[src/rtl/multu_seq_pkg.sv]
// Shared constants for the sequential multiplier.
// Optional signed (MULT) support is enabled by defining MULTU_SEQ_SIGNED_EN.
package multu_seq_pkg;

   // Default operand width, kept equal to the divider's default width.
   localparam int MULTU_SEQ_WIDTH = 32;

   // One shift-add iteration per operand bit.
   localparam int MULTU_SEQ_ITER = MULTU_SEQ_WIDTH;

   // FSM encoding: IDLE holds results, RUN iterates, FIX negates a signed result.
   typedef logic [1:0] state_t;
   localparam state_t ST_IDLE = 2'd0;
   localparam state_t ST_RUN  = 2'd1;
   localparam state_t ST_FIX  = 2'd2;

endpackage

[src/rtl/multu_seq_step.sv]
// One radix-2 shift-add iteration: conditionally add the multiplicand into the
// upper half, then shift the {carry, upper, lower} chain right by one bit.
module multu_seq_step
   import multu_seq_pkg::*;
#(
   parameter int WIDTH = MULTU_SEQ_WIDTH
) (
   input  logic [WIDTH-1:0] hi_in,
   input  logic [WIDTH-1:0] lo_in,
   input  logic [WIDTH-1:0] mcand,
   output logic [WIDTH:0]   acc_out,
   output logic [WIDTH-1:0] lo_out
);

   logic [WIDTH:0] sum;

   // Add the multiplicand when the current multiplier bit is set; the carry
   // out of the add becomes the top bit of the shifted upper half.
   always_comb begin
      sum     = {1'b0, hi_in} + (lo_in[0] ? {1'b0, mcand} : '0);
      acc_out = {1'b0, sum[WIDTH:1]};
      lo_out  = {sum[0], lo_in[WIDTH-1:1]};
   end

endmodule

[src/rtl/multu_seq.sv]
// Sequential 32x32->64 multiplier (radix-2 shift-add, one bit per clock) with
// the same start/busy/done handshake as the iterative divider.
// start: level-sampled on every rising edge; when high it aborts any operation
// in flight and loads new operands. busy is high while an operation is in
// progress; done pulses for exactly one cycle when hi/lo first hold a result.
// Define MULTU_SEQ_SIGNED_EN to add the signed_op port and signed MULT support.
module multu_seq
   import multu_seq_pkg::*;
#(
   parameter int WIDTH = MULTU_SEQ_WIDTH
) (
   input  logic             clock,
   input  logic             reset,
   input  logic [WIDTH-1:0] multiplicand,
   input  logic [WIDTH-1:0] multiplier,
`ifdef MULTU_SEQ_SIGNED_EN
   input  logic             signed_op,
`endif
   input  logic             start,
   output logic [WIDTH-1:0] hi,
   output logic [WIDTH-1:0] lo,
   output logic             busy,
   output logic             done
);

   localparam logic [5:0] LAST_CNT = 6'(WIDTH - 1);

   logic [WIDTH:0]   acc;
   logic [WIDTH-1:0] mcand;
   logic [5:0]       cnt;
   state_t           state;

   logic [WIDTH:0]   step_acc;
   logic [WIDTH-1:0] step_lo;
   logic [WIDTH-1:0] a_load;
   logic [WIDTH-1:0] b_load;

   // The carry bit of acc is always cleared by the shift; only hi is visible.
   logic unused_carry;
   assign unused_carry = acc[WIDTH];
   assign hi           = acc[WIDTH-1:0];

   multu_seq_step #(.WIDTH(WIDTH)) u_step (
      .hi_in   (acc[WIDTH-1:0]),
      .lo_in   (lo),
      .mcand   (mcand),
      .acc_out (step_acc),
      .lo_out  (step_lo)
   );

`ifdef MULTU_SEQ_SIGNED_EN
   logic                 neg;
   logic                 neg_load;
   logic [2*WIDTH-1:0]   neg_prod;

   // Signed operands are multiplied as magnitudes; the most-negative value
   // maps onto itself, which is its correct unsigned magnitude.
   always_comb begin
      a_load   = (signed_op && multiplicand[WIDTH-1]) ? -multiplicand : multiplicand;
      b_load   = (signed_op && multiplier[WIDTH-1])   ? -multiplier   : multiplier;
      neg_load = signed_op & (multiplicand[WIDTH-1] ^ multiplier[WIDTH-1]);
      neg_prod = -{acc[WIDTH-1:0], lo};
   end
`else
   // Unsigned only: operands load as-is.
   always_comb begin
      a_load = multiplicand;
      b_load = multiplier;
   end
`endif

   // Control FSM plus the iteration registers.
   always_ff @(posedge clock) begin
      if (reset) begin
         acc   <= '0;
         lo    <= '0;
         mcand <= '0;
         cnt   <= '0;
         state <= ST_IDLE;
         busy  <= 1'b0;
         done  <= 1'b0;
`ifdef MULTU_SEQ_SIGNED_EN
         neg   <= 1'b0;
`endif
      end else if (start) begin
         acc   <= '0;
         lo    <= b_load;
         mcand <= a_load;
         cnt   <= '0;
         state <= ST_RUN;
         busy  <= 1'b1;
         done  <= 1'b0;
`ifdef MULTU_SEQ_SIGNED_EN
         neg   <= neg_load;
`endif
      end else begin
         case (state)
            ST_RUN: begin
               acc  <= step_acc;
               lo   <= step_lo;
               cnt  <= cnt + 6'd1;
               done <= 1'b0;
               if (cnt == LAST_CNT) begin
`ifdef MULTU_SEQ_SIGNED_EN
                  if (neg) begin
                     state <= ST_FIX;
                  end else begin
                     state <= ST_IDLE;
                     busy  <= 1'b0;
                     done  <= 1'b1;
                  end
`else
                  state <= ST_IDLE;
                  busy  <= 1'b0;
                  done  <= 1'b1;
`endif
               end
            end
`ifdef MULTU_SEQ_SIGNED_EN
            ST_FIX: begin
               acc   <= {1'b0, neg_prod[2*WIDTH-1:WIDTH]};
               lo    <= neg_prod[WIDTH-1:0];
               state <= ST_IDLE;
               busy  <= 1'b0;
               done  <= 1'b1;
            end
`endif
            default: begin
               done <= 1'b0;
            end
         endcase
      end
   end

endmodule

[config.mk]
export PLATFORM = sky130hd
export DESIGN_NAME = multu_seq
export DESIGN_NICKNAME = d
export VERILOG_FILES = /design/src/rtl/multu_seq_pkg.sv /design/src/rtl/multu_seq_step.sv /design/src/rtl/multu_seq.sv
export SDC_FILE = /design/constraint.sdc
export NUM_CORES = 1
export LEC_CHECK = 0
export ABC_AREA = 1
export BUFFER_PORTS_ARGS = -buffer_cell sky130_fd_sc_hd__buf_2
export CAP_MARGIN = 15
export CELL_PAD_IN_SITES_DETAIL_PLACEMENT = 2
export CELL_PAD_IN_SITES_GLOBAL_PLACEMENT = 2
export CORE_MARGIN = 5
export CORE_UTILIZATION = 31
export DETAILED_ROUTE_END_ITERATION = 7
export HOLD_SLACK_MARGIN = 0.15
export PLACE_DENSITY = 0.94
export SLEW_MARGIN = 10
export SYNTH_ARGS = -nofsm -noshare
export SYNTH_HDL_FRONTEND = slang
export SYNTH_HIERARCHICAL = 1
export SYNTH_SLANG_ARGS = --single-unit
[constraint.sdc]
create_clock -name clock -period 4 [get_ports clock]
set_clock_uncertainty 0.05 [all_clocks]
set_input_delay 0.8 -clock clock [delete_from_list [all_inputs] [get_ports clock]]
set_output_delay 0.8 -clock clock [all_outputs]
set_load 0.03 [all_outputs]
# Yosys cells after proc, flatten, opt, wreduce, memory -nomap -nowiden
# Cells that the tools add are included.
# word_totals
wordCells	26
reg_bits	105
output_inout_bits	66
input_bits	67
# op_classes
n_bitwise	1
reduce_logical	5
add_sub_neg	2
eq_ne	1
muxes	10
# ops
op	count
two-way mux 32 bit	3
adder 32 x 33 -> 33 bit	1
two-way mux 1 bit	7
adder 6 x 1 -> 6 bit (second input constant)	1
equality test 6 x 5 -> 1 bit (second input constant)	1
nonzero test 2 bit	2
OR reduction 3 bit	1
AND reduction 2 bit	1
OR reduction 2 bit	1
NOT 1 bit	1

# Logic depth before layout (Yosys ltp)
# Gate-level depths: netlist of run 1.
# logic_depth
ltp_word	4
mapped_depth	16
ltp_nobuf	16

# Cells and area by module
# Netlist of run 1, hierarchy kept.
# modules_own_cells
mod	cells_per_inst	area_per_inst_um2	instances	seq_area_each_um2
multu_seq	502	3839.9	1	2082.0
multu_seq_step	602	2915.3	1	0.0

# Least setup slack after synthesis of run 1
# No wires, ideal clock.
# synth_path
path_kind	reg2reg
startpoint	register lo[0]
endpoint	register acc[27]
setup_time_ps	70
required_ps	3880
path_slack_ps	1756
t_arrival_ps	2124
stages_incl_launch_ff	16
synth_period_minus_slack_ps	2244
n_path_buf	1
path_cell_list	dfxtp_1 -> clkbuf_1 -> nand2_1 -> inv_1 -> ha_1 -> nand2_2 -> inv_1 -> a21oi_1 -> nand2_2 -> nand2_1 -> nand2_2 -> nand2_1 -> nand3_1 -> nand2_1 -> nand2_1 -> a21oi_1
# synth_via
elab_chain_cells	2
# synth_lines
element	line_no	source
start: declaration	multu_seq.sv:21	output logic [WIDTH-1:0] lo,
start signal: assignment	multu_seq.sv:87	lo <= b_load;
start signal: assignment	multu_seq.sv:100	lo <= step_lo;
two-way mux 32 bit	multu_seq_step.sv:20	sum = {1'b0, hi_in} + (lo_in[0] ? {1'b0, mcand} : '0);
adder 32 x 33 -> 33 bit	multu_seq_step.sv:20	
via step_acc[27]	multu_seq.sv:33	logic [WIDTH:0] step_acc;
end signal: assignment	multu_seq.sv:99	acc <= step_acc;
end: declaration	multu_seq.sv:28	logic [WIDTH:0] acc;
# The timed path passes the listed nets, and every way through them passes these cells.
# A chain may end at the register's enable or synchronous reset.

# Worst setup path after layout of run 1
# Same ends and word-level chain as after synthesis.

==> out/qor.yml, run 1 <==
initial_utilization_pct: 31.2
synth_warnings: 6
clk_pin_slew_ps: 80
ios: 133
syn_to_final_growth_pct: 13.7
viasPerCell: 5.04
antenna_found_initial: 4
drt_iter0_markers: 335
grt_setup_unrepaired: "false"
reg2reg_depth: 14
holdPathStages: 2
startpoint_type: "flop"
postCtsSetupBuffers: 0
dpl_cell_area_mm2: 0.00737
end_kind: "flop"
wl_per_cell_um: 20.0
routed_wl_um: 29400
status: "finished, final reports clean"
maxCapViolations: 0
hold_violations: 0
timing.final.crit_share_pct: 79.0
criticalPathCategory: "reg2reg"
gp_congestion: 0.835
root_buffer: "clkbuf_16"
clock-sinks: 104
die_x_um: 157
powerDensity_mw_per_mm2: 319
grt_max_degree: 65
syn_nets: 1203
dp_hpwl_um: 21200
drc_errors: 0
clk_path_buf_depth: 2
min_path_type: "reg2reg"
drtPass1Iterations: 4
layout.nets: 1283
rows: 54
worstPathArrival_ps: 3330
fin_crit_ps: 3160
critPathMaxFanout: 18
detail-route-antenna-nets: 0
syn_area_mm2: 0.00674
max_slew.worst_pin.slew_ps: 994
grt_overflow: 0
holdBufCountCts: 0
core_area_mm2: 0.0216
syn_area_per_cell_um2: 6.12
port_buffers: 132
grt_pass1_wl_um: 46200
vias: 7393
n_fill_cell: 2750
setup_viol: 0
clk_latency_ps: 380
ir_drop_mv: 0.215
die-area_mm2: 0.0248
design_area_mm2: 0.00767
numCtsBuffers: 9
leakagePower_uw: 0.00437
max_slew_margin_pct: 33.6
synthCells: 1102
final.setup.tns_ps: 0
cts_tree: "done"
die_h_um: 157
fmax_mhz: 317
htreeDepth: 3
drive_gt1_share_pct: 15.8
cts_resized: 0
required_ps: 4180
grt_pass1_vias: 8384
grtUsageTotal_pct: 23.9
slew_viol_final: 0
[routing by layer]
metal	GRT usage, %	part of all wire (%)	up-vias
li1	-	-	3515
met1	28.6	42	3655
met2	42.3	50	162
met3	5.99	5.5	55
met4	6.84	2.1	6
met5	0	0.075	-
[cell usage in the layout (no fill, tap or decap), types with 9 or more instances in the layout]
cell         n
ha_1        33
nand3_1     26
xor2_1      15
inv_1      150
a21oi_1     55
o21ai_0     67
nor3_1      35
nor2_1     173
clkbuf_16    9
nand2_1    331
buf_2      132
dfxtp_1    104
nand2_2     16
[critical path, stage by stage, from the launching register on]
cell and delay (ps):
dfxtp_1 740, buf_4 380, nand2_1 110, inv_1 100, ha_1 340, a21oi_1 320, nor2_1 120, nor2_1 160
nand2_1 70, a21oi_1 190, nand2_1 120, nand2_1 80, nand2_1 60, nand2_1 60, a21oi_1 70
[metrics by stage]
stage | power (uW) | worst slack (ps) | util, % | hold slack (ps) | instances
after CTS | 2470 | 897 | 35.5 | 449 | 1467
after global placement | 1490 | 1350 | 34.1 | 421 | 1451
after floorplan | 1410 | 1760 | - | 404 | 1102
final | 2450 | 841 | 35.5 | 446 | 1468
after detailed placement | 1510 | 1100 | 34.1 | 437 | 1451
after global routing | 2550 | 576 | 35.5 | 480 | 1468
[flip-flops by register name (all words and copies together), names as in the netlist]
name,cells
cnt,6
acc,32
mcand,32
done,1
lo,32
state,1
[final timing paths]
check	from	end	slack [ps]
max	lo[0]	acc[27]	840
min	acc[7]	acc[7]	450
max reg2reg	lo[0]	acc[27]	840
min reg2reg	acc[7]	acc[7]	450
[power by group]
group	leakage [uW]	internal, uW	total (uW)	switching (uW)
combinational	0.00337	106	362	255
clock	0.000147	444	949	505
sequential	0.000856	1090	1140	46.5
[final cells by class]
class / count / area [um^2] / share of cell area [%]
Tap cell: 280 / 350 / 4.57
Sequential cell: 104 / 2080 / 27.2
Clock inverter: 7 / 73.8 / 0.963
Antenna cell: 1 / 2.50 / 0.0326
Clock buffer: 9 / 225 / 2.94
Multi-Input combinational cell: 776 / 3660 / 47.8
Timing Repair Buffer: 135 / 683 / 8.91
Inverter: 156 / 586 / 7.64
Note: power is estimated with default switching activity, not from simulation.
==> run 2, diff against run 1 <==
--- a/config.mk
+++ b/config.mk
@@ -11,10 +11,10 @@
 export CELL_PAD_IN_SITES_DETAIL_PLACEMENT = 2
 export CELL_PAD_IN_SITES_GLOBAL_PLACEMENT = 2
 export CORE_MARGIN = 5
-export CORE_UTILIZATION = 31
+export CORE_UTILIZATION = 29
 export DETAILED_ROUTE_END_ITERATION = 7
 export HOLD_SLACK_MARGIN = 0.15
-export PLACE_DENSITY = 0.94
+export PLACE_DENSITY = 0.89
 export SLEW_MARGIN = 10
 export SYNTH_ARGS = -nofsm -noshare
 export SYNTH_HDL_FRONTEND = slang
==> constraint.sdc (replaced) <==
create_clock -name clock -period 3.2 [get_ports clock]
set_clock_uncertainty 0.05 [all_clocks]
set_input_delay 0.64 -clock clock [delete_from_list [all_inputs] [get_ports clock]]
set_output_delay 0.64 -clock clock [all_outputs]
set_load 0.03 [all_outputs]
==> run 2 against run 1 <==
Cell count grew 2.3%. Non-clock buffer count is 2 higher. Clock power up 25%. Register-to-register slack got worse by 280 ps. Sequential power grew 24%. Combinational power rose by 22%. Sequential cell count stayed put. Global-route usage shrank 4.3 points. Via count decreased by 3.2%. Worst hold slack better by 0.50 ps. Power increased by 24%. Critical endpoint is now acc[19].
==> out/qor.yml, run 2 (same netlist as run 1, synthesis figures left out) <==
ir_drop_mv: 0.240
fmax_mhz: 379
grt_setup_unrepaired: "false"
drt_iter0_markers: 216
largestRegisters: "acc (32), lo (32), mcand (32)"
critPathMaxFanout: 31
cpLargestDelayFamily: "simple AND/OR/NAND/NOR gates"
end_kind: "flop"
holdBufCountCts: 0
cts_resized: 0
cts_tree: "done"
grt_pass1_wl_um: 41800
hold_violations: 0
grtUsageTotal_pct: 19.6
core_area_mm2: 0.0228
drc_errors: 0
max_slew_margin_pct: 35.8
rows: 55
clk_path_buf_depth: 2
postCtsSetupBuffers: 0
gp_congestion: 0.821
dp_hpwl_um: 19600
drive_gt1_share_pct: 16.0
clk_latency_ps: 370
layout_common_cells: "nand2_1, nor2_1, inv_1"
min_path_type: "reg2reg"
worstPathCellList: "buf_4, nand2_1, inv_1, ha_1, nand2_2, inv_1, a21oi_1, nand2_2, nand2_1, nand2_2, nand2_1, nand3_1, nand2_1, nand2_1, a21oi_1"
drtPass1Iterations: 4
layout.nets: 1285
status: "finished, final reports clean"
leakagePower_uw: 0.00438
criticalPathCategory: "reg2reg"
detail-route-antenna-nets: 0
holdPathStages: 2
worstPathArrival_ps: 2880
startpoint_type: "flop"
power_uw: 3040
clk_pin_slew_ps: 90
cpMostUsedCell: "nand2_1"
syn_to_final_growth_pct: 14.6
die_h_um: 162
slew_viol_final: 0
maxCapViolations: 0
ios: 133
slowest_stage: "dfxtp_1"
n_fill_cell: 2903
grt_pass1_vias: 7957
required_ps: 3440
diodes: 0
final.setup.tns_ps: 0
port_buffers: 132
crit_buf_inv: 3
cp_num_cells: 15
die_x_um: 162
vias: 7157
grt_overflow: 0
powerDensity_mw_per_mm2: 394
root_buffer: "clkbuf_16"
antenna_found_initial: 3
final_common_cell: "nand2_1"
fin_crit_ps: 2640
die-area_mm2: 0.0264
initial_utilization_pct: 29.6
grt_max_degree: 65
routed_wl_um: 25600
clock-sinks: 104
numCtsBuffers: 9
htreeDepth: 3
setup_viol: 0
wl_per_cell_um: 17.0
slowest_delay_ps: 390
viasPerCell: 4.76
reg2reg_depth: 15
timing.final.crit_share_pct: 82.5
max_slew.worst_pin.slew_ps: 964
[run 2: worst paths after layout]
check	start	slack [ps]	end
min reg2reg	acc[7]	450	acc[7]
max reg2reg	lo[0]	560	acc[19]
max	lo[0]	560	acc[19]
min	acc[7]	450	acc[7]
[run 2: where the power goes]
group	internal (uW)	switching (uW)	total (uW)
clock network	564	625	1190
registers	1360	52.4	1410
logic	134	307	441
total	2060	984	3040
[run 2: worst min-delay path, delay by kind of cell (launching register included)]
| kind | cells | cell delay (ps) |
|---|---|---|
| AO/OA/AOI/OAI | 1 | 50 |
| AND/OR/NAND/NOR | 1 | 70 |
| flip-flops | 1 | 330 |
[run 2: final cells by class]
| class | count | area [um^2] | share of cell area, % |
|---|---|---|---|
| clock buffer | 9 | 225 | 2.91 |
| clock inverter | 7 | 83.8 | 1.08 |
| inverter | 156 | 586 | 7.57 |
| multi-input combinational | 776 | 3660 | 47.4 |
| sequential | 104 | 2080 | 26.9 |
| tap | 313 | 392 | 5.07 |
| timing repair buffer | 137 | 698 | 9.03 |
[run 2: through the flow]
stage	instances	hold WS, ps	cell area [um^2]	setup WS [ps]	utilization, %
floorplan	1102	404	6740	956	-
global placement	1486	422	7420	758	32.6
detailed placement	1486	437	7420	637	32.6
CTS	1502	441	7730	553	33.9
global route	1502	448	7730	326	33.9
finish	1502	447	7730	560	33.9
[run 2: layer usage]
| metal | wire length (um) | vias up | track usage (%) |
|---|---|---|---|
| met2 | 12300 | 124 | 34.2 |
| met5 | 46 | - | 0 |
| met4 | 471 | 6 | 4.84 |
| met3 | 1240 | 33 | 4.53 |
| li1 | - | 3528 | - |
| met1 | 11600 | 3466 | 24.4 |
